### config.mk
export PLATFORM = sky130hd
export DESIGN_NAME = multicycle_control_flat
export DESIGN_NICKNAME = d
export VERILOG_FILES = /design/src/rtl/multicycle_control_pkg.sv /design/src/rtl/multicycle_control_if.sv /design/src/rtl/multicycle_control.sv /design/src/flat_wrapper.sv
export SDC_FILE = /design/constraint.sdc
export NUM_CORES = 1
export LEC_CHECK = 0
export ABC_CLOCK_PERIOD_IN_PS = 7860
export BUFFER_PORTS_ARGS = -buffer_cell sky130_fd_sc_hd__buf_2
export CORE_MARGIN = 2
export CORE_UTILIZATION = 35
export DETAILED_ROUTE_END_ITERATION = 7
export GPL_TIMING_DRIVEN = 0
export SETUP_SLACK_MARGIN = 0.2
export SYNTH_ARGS = -nofsm -noshare
export SYNTH_HDL_FRONTEND = slang
export SYNTH_SLANG_ARGS = --single-unit
### constraint.sdc
create_clock -name clk -period 7.86 [get_ports clk]
set_input_delay 0 -clock clk [delete_from_list [all_inputs] [get_ports clk]]
set_output_delay 0 -clock clk [all_outputs]
set_load 0.02 [all_outputs]
### src/rtl/multicycle_control_pkg.sv
// ============================================================================
// rv32i_ctrl_pkg : shared encodings for the multi-cycle RV32I control FSM
// Rev 1.0 : initial release
// ============================================================================
`default_nettype none

package rv32i_ctrl_pkg;

  localparam logic [3:0] S_FETCH    = 4'd0;
  localparam logic [3:0] S_DECODE   = 4'd1;
  localparam logic [3:0] S_MEMADR   = 4'd2;
  localparam logic [3:0] S_MEMREAD  = 4'd3;
  localparam logic [3:0] S_MEMWB    = 4'd4;
  localparam logic [3:0] S_MEMWRITE = 4'd5;
  localparam logic [3:0] S_EXECUTE  = 4'd6;
  localparam logic [3:0] S_ALUWB    = 4'd7;
  localparam logic [3:0] S_BRANCH   = 4'd8;
  localparam logic [3:0] S_TRAP     = 4'd9;

  localparam logic [6:0] OP_LOAD   = 7'b0000011;
  localparam logic [6:0] OP_STORE  = 7'b0100011;
  localparam logic [6:0] OP_RTYPE  = 7'b0110011;
  localparam logic [6:0] OP_BRANCH = 7'b1100011;

  localparam logic [2:0] F3_BEQ = 3'b000;

  localparam logic [1:0] ALUOP_ADD   = 2'b00;
  localparam logic [1:0] ALUOP_SUB   = 2'b01;
  localparam logic [1:0] ALUOP_FUNCT = 2'b10;

  localparam logic [1:0] SRCB_REG  = 2'b00;
  localparam logic [1:0] SRCB_FOUR = 2'b01;
  localparam logic [1:0] SRCB_IMM  = 2'b10;

endpackage

`default_nettype wire

### src/rtl/multicycle_control_if.sv
// ============================================================================
// multicycle_control_if : datapath <-> control FSM signal bundle
// Rev 1.0 : initial release
// ============================================================================
`default_nettype none

interface multicycle_control_if #(
  parameter int CNT_W = 32
);
  logic [6:0]       opcode;
  logic [2:0]       funct3;
  logic             mem_ready;
  logic             pc_write;
  logic             pc_write_cond;
  logic             pc_source;
  logic             iord;
  logic             mem_read;
  logic             mem_write;
  logic             ir_write;
  logic             mem_to_reg;
  logic             reg_write;
  logic             alu_src_a;
  logic [1:0]       alu_src_b;
  logic [1:0]       alu_op;
  logic             retire;
  logic             illegal;
  logic [CNT_W-1:0] instret;

  // Datapath side: supplies IR fields and memory handshake, consumes controls
  modport master (
    output opcode, funct3, mem_ready,
    input  pc_write, pc_write_cond, pc_source, iord, mem_read, mem_write,
           ir_write, mem_to_reg, reg_write, alu_src_a, alu_src_b, alu_op,
           retire, illegal, instret
  );

  modport slave (
    input  opcode, funct3, mem_ready,
    output pc_write, pc_write_cond, pc_source, iord, mem_read, mem_write,
           ir_write, mem_to_reg, reg_write, alu_src_a, alu_src_b, alu_op,
           retire, illegal, instret
  );
endinterface

`default_nettype wire

### src/rtl/multicycle_control.sv
// ============================================================================
// multicycle_control : main control FSM of the multi-cycle RV32I core
// Rev 1.0 : initial release
// ============================================================================
`default_nettype none

module multicycle_control
  import rv32i_ctrl_pkg::*;
#(
  parameter int CNT_W = 32
) (
  input  wire logic            clk,
  input  wire logic            rst,
  multicycle_control_if.slave  bus
);

  logic [3:0]       state_q, state_d;
  logic [CNT_W-1:0] instret_q, instret_d;

  always_comb begin
    state_d = state_q;
    case (state_q)
      S_FETCH:    if (bus.mem_ready) state_d = S_DECODE;
      S_DECODE: begin
        if (bus.opcode == OP_LOAD || bus.opcode == OP_STORE)        state_d = S_MEMADR;
        else if (bus.opcode == OP_RTYPE)                             state_d = S_EXECUTE;
        else if (bus.opcode == OP_BRANCH && bus.funct3 == F3_BEQ)    state_d = S_BRANCH;
        else                                                         state_d = S_TRAP;
      end
      S_MEMADR:   state_d = (bus.opcode == OP_LOAD) ? S_MEMREAD : S_MEMWRITE;
      S_MEMREAD:  if (bus.mem_ready) state_d = S_MEMWB;
      S_MEMWB:    state_d = S_FETCH;
      S_MEMWRITE: if (bus.mem_ready) state_d = S_FETCH;
      S_EXECUTE:  state_d = S_ALUWB;
      S_ALUWB:    state_d = S_FETCH;
      S_BRANCH:   state_d = S_FETCH;
      S_TRAP:     state_d = S_TRAP;
      default:    state_d = S_FETCH;
    endcase
  end

  // Outputs are a pure decode of the state; holding rst kills any request at once
  always_comb begin
    bus.pc_write      = 1'b0;
    bus.pc_write_cond = 1'b0;
    bus.pc_source     = 1'b0;
    bus.iord          = 1'b0;
    bus.mem_read      = 1'b0;
    bus.mem_write     = 1'b0;
    bus.ir_write      = 1'b0;
    bus.mem_to_reg    = 1'b0;
    bus.reg_write     = 1'b0;
    bus.alu_src_a     = 1'b0;
    bus.alu_src_b     = SRCB_REG;
    bus.alu_op        = ALUOP_ADD;
    bus.retire        = 1'b0;
    bus.illegal       = 1'b0;
    bus.instret       = '0;
    if (!rst) begin
      bus.instret = instret_q;
      case (state_q)
        S_FETCH: begin
          bus.mem_read  = 1'b1;
          bus.alu_src_b = SRCB_FOUR;
          bus.ir_write  = bus.mem_ready;
          bus.pc_write  = bus.mem_ready;
        end
        S_DECODE:   bus.alu_src_b = SRCB_IMM;
        S_MEMADR: begin
          bus.alu_src_a = 1'b1;
          bus.alu_src_b = SRCB_IMM;
        end
        S_MEMREAD: begin
          bus.mem_read = 1'b1;
          bus.iord     = 1'b1;
        end
        S_MEMWB: begin
          bus.reg_write  = 1'b1;
          bus.mem_to_reg = 1'b1;
          bus.retire     = 1'b1;
        end
        S_MEMWRITE: begin
          bus.mem_write = 1'b1;
          bus.iord      = 1'b1;
          bus.retire    = bus.mem_ready;
        end
        S_EXECUTE: begin
          bus.alu_src_a = 1'b1;
          bus.alu_op    = ALUOP_FUNCT;
        end
        S_ALUWB: begin
          bus.reg_write = 1'b1;
          bus.retire    = 1'b1;
        end
        S_BRANCH: begin
          bus.alu_src_a     = 1'b1;
          bus.alu_op        = ALUOP_SUB;
          bus.pc_write_cond = 1'b1;
          bus.pc_source     = 1'b1;
          bus.retire        = 1'b1;
        end
        S_TRAP:     bus.illegal = 1'b1;
        default:    bus.illegal = 1'b0;
      endcase
    end
  end

  // retire is never set in TRAP, so the count freezes there without extra logic
  assign instret_d = instret_q + {{(CNT_W-1){1'b0}}, bus.retire};

  always_ff @(posedge clk) begin
    if (rst) begin
      state_q   <= S_FETCH;
      instret_q <= '0;
    end else begin
      state_q   <= state_d;
      instret_q <= instret_d;
    end
  end

endmodule

`default_nettype wire

### src/flat_wrapper.sv
// flat-port wrapper written by rule: the top's interface ports become plain ports
module multicycle_control_flat import rv32i_ctrl_pkg::*;
#(
  parameter int CNT_W = 32
)
  (clk, rst, bus_opcode, bus_funct3, bus_mem_ready, bus_pc_write, bus_pc_write_cond, bus_pc_source, bus_iord, bus_mem_read, bus_mem_write, bus_ir_write, bus_mem_to_reg, bus_reg_write, bus_alu_src_a, bus_alu_src_b, bus_alu_op, bus_retire, bus_illegal, bus_instret);
  multicycle_control_if #(.CNT_W(CNT_W)) bus_i ();
  input  wire logic clk;
  input  wire logic rst;
  input wire logic [$bits(bus_i.opcode)-1:0] bus_opcode;
  input wire logic [$bits(bus_i.funct3)-1:0] bus_funct3;
  input wire logic [$bits(bus_i.mem_ready)-1:0] bus_mem_ready;
  output wire logic [$bits(bus_i.pc_write)-1:0] bus_pc_write;
  output wire logic [$bits(bus_i.pc_write_cond)-1:0] bus_pc_write_cond;
  output wire logic [$bits(bus_i.pc_source)-1:0] bus_pc_source;
  output wire logic [$bits(bus_i.iord)-1:0] bus_iord;
  output wire logic [$bits(bus_i.mem_read)-1:0] bus_mem_read;
  output wire logic [$bits(bus_i.mem_write)-1:0] bus_mem_write;
  output wire logic [$bits(bus_i.ir_write)-1:0] bus_ir_write;
  output wire logic [$bits(bus_i.mem_to_reg)-1:0] bus_mem_to_reg;
  output wire logic [$bits(bus_i.reg_write)-1:0] bus_reg_write;
  output wire logic [$bits(bus_i.alu_src_a)-1:0] bus_alu_src_a;
  output wire logic [$bits(bus_i.alu_src_b)-1:0] bus_alu_src_b;
  output wire logic [$bits(bus_i.alu_op)-1:0] bus_alu_op;
  output wire logic [$bits(bus_i.retire)-1:0] bus_retire;
  output wire logic [$bits(bus_i.illegal)-1:0] bus_illegal;
  output wire logic [$bits(bus_i.instret)-1:0] bus_instret;
  assign bus_i.opcode = bus_opcode;
  assign bus_i.funct3 = bus_funct3;
  assign bus_i.mem_ready = bus_mem_ready;
  assign bus_pc_write = bus_i.pc_write;
  assign bus_pc_write_cond = bus_i.pc_write_cond;
  assign bus_pc_source = bus_i.pc_source;
  assign bus_iord = bus_i.iord;
  assign bus_mem_read = bus_i.mem_read;
  assign bus_mem_write = bus_i.mem_write;
  assign bus_ir_write = bus_i.ir_write;
  assign bus_mem_to_reg = bus_i.mem_to_reg;
  assign bus_reg_write = bus_i.reg_write;
  assign bus_alu_src_a = bus_i.alu_src_a;
  assign bus_alu_src_b = bus_i.alu_src_b;
  assign bus_alu_op = bus_i.alu_op;
  assign bus_retire = bus_i.retire;
  assign bus_illegal = bus_i.illegal;
  assign bus_instret = bus_i.instret;
  multicycle_control #(.CNT_W(CNT_W)) u_core (.clk(clk), .rst(rst), .bus(bus_i));
endmodule
# Word-level counts from Yosys, hierarchy flattened
# Index checks and enable logic that the tools add are counted.
# word_totals
reg_bits,36
input_bits,13
output_inout_bits,48
wordCells,63
# classes
addsub,1
n_eq_ne,16
n_mux,33
n_reduce_logical,11
# ops
operator,n
$add A32 B1 Y32,1
$mux W32,1
$pmux W4 S7,1
$mux W1,20
$mux W4,5
$eq A4 B3 Y1 const B,4
$eq A7 B6 Y1 const B,2
$eq A4 B2 Y1 const B,2
$eq A4 B4 Y1 const B,2
$pmux W2 S2,2
$reduce_or A2 Y1,4
$eq A7 B2 Y1 const B,1
$eq A7 B7 Y1 const B,1
$ne A2 B2 Y1 const B,3
$reduce_or A3 Y1,2
$eq A4 B1 Y1 const B,1
$logic_not A4 Y1,1
$mux W2,2
$logic_not A3 Y1,1
$mux W3,1
$reduce_and A3 Y1,1
$pmux W1 S2,1
$logic_and A1 B1 Y1,1
$logic_or A1 B1 Y1,1

# Logic depth before layout (Yosys ltp)
# Gate-level depths: netlist (run 1).
# depth
depth_word,6
ltp_mapped,11
ltp_nobuf,10

# Worst setup path before layout (run 1)
# OpenSTA, ideal clock, no wires.
# synth_path
kind,register -> register
start,register u_core.state_q[1]
end,register u_core.instret_q[28]
setup_time_ps,123
arrival_ps,2985
required_ps,7737
slack_ps,4752
path_stages_with_launch,12
n_path_buf,1
synth_period_minus_slack_ps,3108
cell_sequence,dfxtp_1 clkbuf_1 nor2_1 nand2_1 nand4_1 a21oi_1 ha_1 ha_1 nand2_1 nor4_2 nor4b_1 mux2_1
# synth_between
elab_chain_len,5
elab_cells_between_ends,8
cone_classes,1 x add/sub; 4 x eq/ne; 2 x mux; 1 x reduce/logical
# synth_lines
item,line,text
start: declaration,multicycle_control.sv:17,"logic [3:0] state_q, state_d;"
start signal: assignment,multicycle_control.sv:116,state_q <= state_d;
$eq A4 B3 Y1 / $eq A4 B4 Y1 (equally long branches),multicycle_control.sv:61,case (state_q)
$reduce_or A3 Y1 (no source line),--,
$pmux W1 S2 *,multicycle_control.sv:61,
$mux W1 *,multicycle_control.sv:59,if (!rst) begin
net bus_retire,flat_wrapper.sv:25,output wire logic [$bits(bus_i.retire)-1:0] bus_retire;
$add A32 B1 Y32 *,multicycle_control.sv:109,"assign instret_d = instret_q + {{(CNT_W-1){1'b0}}, bus.retire};"
end signal: assignment,multicycle_control.sv:117,instret_q <= instret_d;
end: declaration,multicycle_control.sv:18,"logic [CNT_W-1:0] instret_q, instret_d;"
# Mark *: on every way through the listed nets, which the timed path passes. The rest lies on a longest branch.
# A chain may end at the register's enable or synchronous reset.

# Worst setup path after layout (run 1)
# layout_path
start,register u_core.state_q[2]
end,register u_core.instret_q[28]
# layout_between
elab_chain_len,5
elab_cells_between_ends,8
cone_classes,1 x add/sub; 4 x eq/ne; 2 x mux; 1 x reduce/logical
# layout_lines
item,line
$eq A4 B3 Y1 / $eq A4 B4 Y1 (equally long branches),multicycle_control.sv:61
$reduce_or A3 Y1 (no source line),--
$pmux W1 S2 *,multicycle_control.sv:61
$mux W1 *,multicycle_control.sv:59
$add A32 B1 Y32 *,multicycle_control.sv:109
# Mark *: on every way between the ends. The rest lies on a longest branch, timed or not.

==> results.py, run 1 <==
metrics = {
    "status": {
        "status": "completed",
    },
    "routing": {
        "drtPass1Iterations": 6,
        "avgViaCountPerCell": 5.21,
        "drt_iter0_drc": 126,
        "ant_nets": 0,
        "wl_um": 5420,
        "vias": 2153,
        "wl_per_cell_um": 13.1,
        "drc": 0,
    },
    "setup_path": {
        "crit_slowest_cell": "nor4_2",
        "crit_required_ns": 8.03,
        "crit_type": "reg -> reg",
        "crit_path_cell_trace": "clkbuf_1 > nor2_1 > nand3b_1 > a21oi_1 > ha_1 > ha_1 > nand2_1 > nor4_2 > nor4b_1 > mux2_1",
        "crit_top_cell": "ha_1",
        "cp.arrival_ns": 3.67,
        "max_stage_delay_ns": 0.74,
        "critPathMaxFanout": 10,
        "startpoint_type": "flop",
        "cp_top_family": "simple AND/OR/NAND/NOR gates",
        "cp-end-kind": "flop",
        "path_buf_inv": 1,
    },
    "timing": {
        "finalHoldViolCount": 0,
        "rsz0062_at_grt": "false",
        "worst_pin_slew_ns": 0.782,
        "fin_setup_tns_ns": 0,
        "fmax_mhz": 286,
        "skew_ns": 0.00657,
        "slew_headroom_pct": 47.4,
        "min_period_over_period_pct": 44.5,
        "slew_viol_final": 0,
        "period_minus_slack_ns": 3.50,
        "setup_viol": 0,
        "setup_ws_ns": 4.36,
    },
    "global_routing": {
        "grt_usage_pct": 16.4,
        "grt_overflow_total": 0,
        "grt_pass1_wl_um": 8770,
        "grt_start_max_net_pins": 11,
        "grt_antenna_before_repair": 0,
        "grt_pass1_vias": 1918,
    },
    "run": {
        "cap_violations": 0,
    },
    "synthesis": {
        "synth_top_family_by_area": "simple AND/OR/NAND/NOR gates",
        "synth_compound_area_share_pct": 8.31,
        "synth.most_common_cell": "dfxtp_1",
        "synth-edff-count": 0,
        "synth_commonest_cells": "dfxtp_1, nor2_1, nor2b_1",
        "synth-main-ff-cell": "dfxtp_1",
        "synth_seq_area_share_pct": 33.3,
        "synth_nets": 287,
        "yosysTopAreaCell": "dfxtp_1",
        "yosysWarnings": 0,
        "synth_xor_area_share_pct": 4.45,
        "synthSimpleGateAreaFrac_pct": 41.1,
        "postSynthCellCount": 272,
        "ys_types": 44,
        "async_flop_share_pct": 0,
        "yosys_register_bits": 36,
        "synth_area_leaders": "dfxtp_1, nor2b_1, nor2_1, mux2_2, xnor2_1",
        "yosys.area.top_type_share_pct": 33.3,
        "synth_adder_area_share_pct": 1.15,
        "syn_avg_cell_area_um2": 7.97,
        "synth_mux_area_share_pct": 6.70,
        "synth.cell_area_um2": 2170,
    },
    "finish": {
        "layout.nets": 353,
        "drive_above_1_share_pct": 24.3,
        "final_cell_count_no_fill": 413,
        "antenna_cells": 0,
        "design_area_um2": 2630,
        "areaGrowthSynthToFinish_pct": 21.5,
    },
    "die": {
        "chipHeight_um": 82.7,
        "initial_utilization_pct": 36.4,
        "fp.dieW_um": 82.7,
        "placementRows": 28,
        "core_area_um2": 5960,
        "pin_count": 61,
        "design.die.area_um2": 6840,
    },
    "clock_tree": {
        "hold_buffers": 0,
        "clk_pin_slew_worst_paths_ns": 0.07,
        "insertion_delay_ns": 0.29,
        "clock-root-buffer": "clkbuf_8",
        "cts-resized-gates": 0,
        "clock_sinks": 36,
        "post_cts.repair.setup_buffers": 0,
        "cts_tree": "built",
        "cts_buffer_depth": 2,
        "ctsHtreeMaxLevel": 2,
        "numCtsBuffers": 5,
    },
    "placement": {
        "dpl_worst_slack_ns": 4.37,
        "gp_congestion": 0.849,
        "post-place-cells": 406,
        "place_area_um2": 2560,
        "portBuffers": 59,
        "dpl.hpwl_um": 4030,
    },
    "power": {
        "power_density_nw_per_um2": 140,
        "p_total_mw": 0.370,
        "p_leak_nw": 1.09,
        "ir_drop_mv": 0.0782,
    },
    "worst_hold_path": {
        "worstHoldPathType": "in -> reg",
    },
}
==> state kept, by name, indices dropped and copies added (netlist names) <==
name              flops
u_core.instret_q     32
u_core.state_q        4
==> layer usage <==
| layer | GRT usage [%] | share of wire [%] | vias up |
|---|---|---|---|
| met5 | 0 | 0 | - |
| met4 | 5.08 | 0.70 | 0 |
| met3 | 2.72 | 6.5 | 5 |
| met2 | 26.9 | 46 | 70 |
| met1 | 22.1 | 47 | 986 |
| li1 | - | - | 1092 |
==> final timing paths <==
check	from	endpoint	slack [ns]	cells past startpoint
worst min-delay path	bus_mem_ready	u_core.state_q[2]	0.01	2
worst min register to register	u_core.instret_q[21]	u_core.instret_q[21]	0.52	2
worst max register to register	u_core.state_q[2]	u_core.instret_q[28]	4.36	10
worst max-delay path	u_core.state_q[2]	u_core.instret_q[28]	4.36	10
==> metrics by stage <==
stage,hold slack (ns),utilization [%]
5_1_grt,0.0173,44.2
4_1_cts,0.00217,44.2
2_1_floorplan,0.102,-
6_report,0.0128,44.2
3_5_place_dp,0.305,42.9
3_3_place_gp,0.312,42.9
==> area by class of cell <==
class | instances | area, um2
inverters | 6 | 22.5
flip-flops and latches | 36 | 721
fillers | 621 | 3320
multi-input cells | 212 | 1340
clock buffers | 6 | 72.6
plain buffers | 18 | 86.3
well taps | 75 | 93.8
repair buffers | 59 | 295
clock inverters | 1 | 5.00
==> placed cells by master (no fill, tap or decap), drive strengths merged, types with 2 or more instances in the layout <==
cell / n
nor3: 9
or3b: 2
dfxtp: 36
ha: 2
nand3: 9
and4: 2
clkbuf: 15
or4: 4
nand4: 10
nor2: 34
o2bb2ai: 2
nor4b: 3
buf: 68
nand2b: 5
or3: 8
a21oi: 10
nor3b: 2
nor2b: 34
o21ai: 12
xnor2: 8
mux2: 12
inv: 6
nand2: 15
nand3b: 2
xor2: 3
and3: 3
nor4: 9
and2: 3
==> cell families after synthesis <==
logic type	Yosys count
multiplexers	13
AO/OA/AOI/OAI	30
AND/OR/NAND/NOR	156
XOR/XNOR	11
adder cells (fa/ha/maj)	2
flip-flops	36
buffers and inverters	24
==> power by group <==
part / total [mW] / internal, mW / switching [mW] / leakage [nW]
logic: 0.0596 / 0.0218 / 0.0378 / 0.760
registers: 0.187 / 0.185 / 0.00194 / 0.290
clock network: 0.124 / 0.0602 / 0.0635 / 0.0410
==> worst register-to-register path: stages (launching register included) <==
cell	delay (ns)
dfxtp_1	0.36
clkbuf_1	0.24
nor2_1	0.36
nand3b_1	0.12
a21oi_1	0.24
ha_1	0.25
ha_1	0.23
nand2_1	0.12
nor4_2	0.74
nor4b_1	0.37
mux2_1	0.35
Note: power is estimated with default switching activity, not from simulation.
==> run 2, diff against run 1 <==
--- a/config.mk
+++ b/config.mk
@@ -5,7 +5,7 @@
 export SDC_FILE = /design/constraint.sdc
 export NUM_CORES = 1
 export LEC_CHECK = 0
-export ABC_CLOCK_PERIOD_IN_PS = 7860
+export ABC_CLOCK_PERIOD_IN_PS = 2900
 export BUFFER_PORTS_ARGS = -buffer_cell sky130_fd_sc_hd__buf_2
 export CORE_MARGIN = 2
 export CORE_UTILIZATION = 35
==> constraint.sdc (replaced) <==
create_clock -name clk -period 2.9 [get_ports clk]
set_input_delay 0 -clock clk [delete_from_list [all_inputs] [get_ports clk]]
set_output_delay 0 -clock clk [all_outputs]
set_load 0.02 [all_outputs]
==> run 2 against run 1 <==
  * Largest power group unchanged
  * Design area is 7.1% higher
  * Sequential cell count stayed put
  * Cell count is 1.7% higher
  * Critical path depth stayed put
  * Clock skew is 0.0024 ns higher
  * Highest routed layer unchanged
  * Global-route usage is 0.37 points higher
  * Hold slack better by 0.11 ns
  * Power grew to 2.9 times the previous value
  * Via count is 0.14% lower
==> results.py, run 2 (synthesized netlist as in run 1, its figures left out) <==
metrics = {
    "finish": {
        "final_common_cell": "buf_2",
        "areaGrowthSynthToFinish_pct": 30.1,
        "layout_common_cells": "buf_2, dfxtp_1, nor2b_1, nor2_1, nand2_1",
        "drive_above_1_share_pct": 30.1,
        "fill_cells": 628,
        "layout.nets": 359,
        "ff_latch_area_um2": 724,
        "regMostFlops": "u_core.instret_q",
        "reg_top3": "u_core.instret_q (32), u_core.state_q (4)",
        "largest_reg_flops": 32,
        "antenna_cells": 0,
        "multiInputGateArea_um2": 1430,
    },
    "setup_path": {
        "cp_top_family": "simple AND/OR/NAND/NOR gates",
        "startpoint_type": "flop",
        "cp-end-kind": "flop",
        "crit_type": "reg -> reg",
        "critical_path.startpoint": "u_core.state_q[0]",
        "crit_slowest_cell": "or4_4",
        "worstReg2RegStart": "u_core.state_q[0]",
        "critPathMaxFanout": 10,
        "crit_required_ns": 3.07,
        "path_buf_inv": 3,
        "cp.arrival_ns": 2.77,
        "crit_path_cell_trace": "clkbuf_4 > clkbuf_8 > nand3b_1 > a21oi_4 > ha_4 > nand3_4 > or4_4 > buf_6 > nor2_1 > mux2_1",
        "max_stage_delay_ns": 0.49,
    },
    "clock_tree": {
        "clk_pin_slew_worst_paths_ns": 0.07,
        "clock_sinks": 36,
        "clock-root-buffer": "clkbuf_8",
        "numCtsBuffers": 5,
        "cts_buffer_depth": 2,
        "insertion_delay_ns": 0.29,
        "ctsHtreeMaxLevel": 2,
        "cts_tree": "built",
    },
    "power": {
        "internal_power_mw": 0.768,
        "p_leak_nw": 1.19,
        "sequentialPowerShare_pct": 47.6,
        "p_switching_mw": 0.295,
        "ir_drop_mv": 0.163,
        "p_clk_share_pct": 35.3,
        "switching_share_pct": 27.8,
        "comb_power_share_pct": 17.1,
        "power_density_nw_per_um2": 377,
    },
    "global_routing": {
        "grt_usage_pct": 16.8,
        "grt_pass1_vias": 1798,
        "grt_pass1_wl_um": 8710,
        "grt_antenna_before_repair": 0,
        "grt_overflow_total": 0,
        "grt_start_max_net_pins": 11,
    },
    "timing": {
        "slew_headroom_pct": 63.5,
        "min_period_over_period_pct": 89.4,
        "setup_ws_ns": 0.306,
        "fin_setup_tns_ns": 0,
        "slew_viol_final": 0,
        "period_minus_slack_ns": 2.59,
        "worst_pin_slew_ns": 0.548,
        "finalHoldViolCount": 0,
        "fmax_mhz": 386,
        "skew_ns": 0.00898,
        "setup_viol": 0,
        "rsz0062_at_grt": "false",
    },
    "die": {
        "initial_utilization_pct": 36.4,
        "core_area_um2": 5960,
        "fp.dieW_um": 82.7,
        "design.die.area_um2": 6840,
        "pin_count": 61,
        "placementRows": 28,
        "chipHeight_um": 82.7,
    },
    "routing": {
        "wl_per_cell_um": 13.3,
        "drt_iter0_drc": 134,
        "ant_nets": 0,
        "drtPass1Iterations": 4,
        "wl_um": 5570,
        "vias": 2150,
        "avgViaCountPerCell": 5.12,
        "drc": 0,
    },
    "placement": {
        "dpl_worst_slack_ns": -0.0842,
        "portBuffers": 59,
        "gp_congestion": 0.878,
        "dpl.hpwl_um": 4000,
    },
    "run": {
        "cap_violations": 0,
    },
    "worst_hold_path": {
        "worstHoldPathType": "in -> reg",
        "hp-start": "bus_opcode[6]",
    },
    "status": {
        "status": "completed",
    },
}
==> run 2: cell count changes in the layout (fill, tap and decap cells not counted), sizes merged <==
cell         delta
dlygate4sd3     +1
clkinv          -1
buf             +7
==> run 2: cell type report <==
type | instances | share of cell area [%]
Timing Repair Buffer | 65 | 12.2
Multi-Input combinational cell | 212 | 50.8
Buffer | 18 | 3.99
Tap cell | 75 | 3.33
Sequential cell | 36 | 25.7
Inverter | 6 | 0.799
Clock buffer | 8 | 3.19
==> run 2: power by group through the flow <==
stage	Sequential [mW]	Combinational [mW]	Clock (mW)
2_1_floorplan	0.515	0.115	0
4_1_cts	0.506	0.177	0.384
6_report	0.506	0.182	0.375
3_3_place_gp	0.517	0.163	0
5_1_grt	0.506	0.200	0.406
3_5_place_dp	0.517	0.164	0
==> run 2: stage by stage <==
step,utilization [%],power [mW],hold slack (ns),area (um2),instances
2_1_floorplan,-,0.631,0.102,2190,272
3_3_place_gp,43.3,0.680,0.312,2580,406
4_1_cts,46.6,1.07,0.101,2770,417
5_1_grt,47.4,1.11,0.119,2820,420
3_5_place_dp,43.3,0.681,0.310,2580,406
6_report,47.4,1.06,0.120,2820,420
==> run 2: worst paths after layout <==
kind	endpoint	slack, ns	cells after the start
setup reg to reg	u_core.instret_q[25]	0.31	10
hold / removal	u_core.state_q[3]	0.12	3
hold reg to reg	u_core.instret_q[21]	0.52	2
setup / recovery	u_core.instret_q[25]	0.31	10
==> run 2: metal layers <==
| metal | GRT usage, % | up-vias | share of wire (%) |
|---|---|---|---|
| li1 | - | 1118 | - |
| met1 | 22.9 | 974 | 47 |
| met2 | 26.3 | 52 | 47 |
| met4 | 5.41 | 0 | 1.2 |
| met5 | 0 | - | 0 |
| met3 | 3.70 | 6 | 5.0 |
==> run 2: tightest hold or removal path, delay by kind of cell <==
kind                   cells  cell delay [ns]
and+or+nand+nor            2             0.23
buffers and inverters      1             0.12
==> run 2: repair_timing <==
action                                  4_1_cts  5_1_grt
cloned                                        0        0
pin swaps                                     2        4
hold buffers                                  1        0
buffers inserted                              2        3
gates resized for setup                      19       10
endpoints found under the hold margin         1        0
endpoints found under the setup margin       17       17
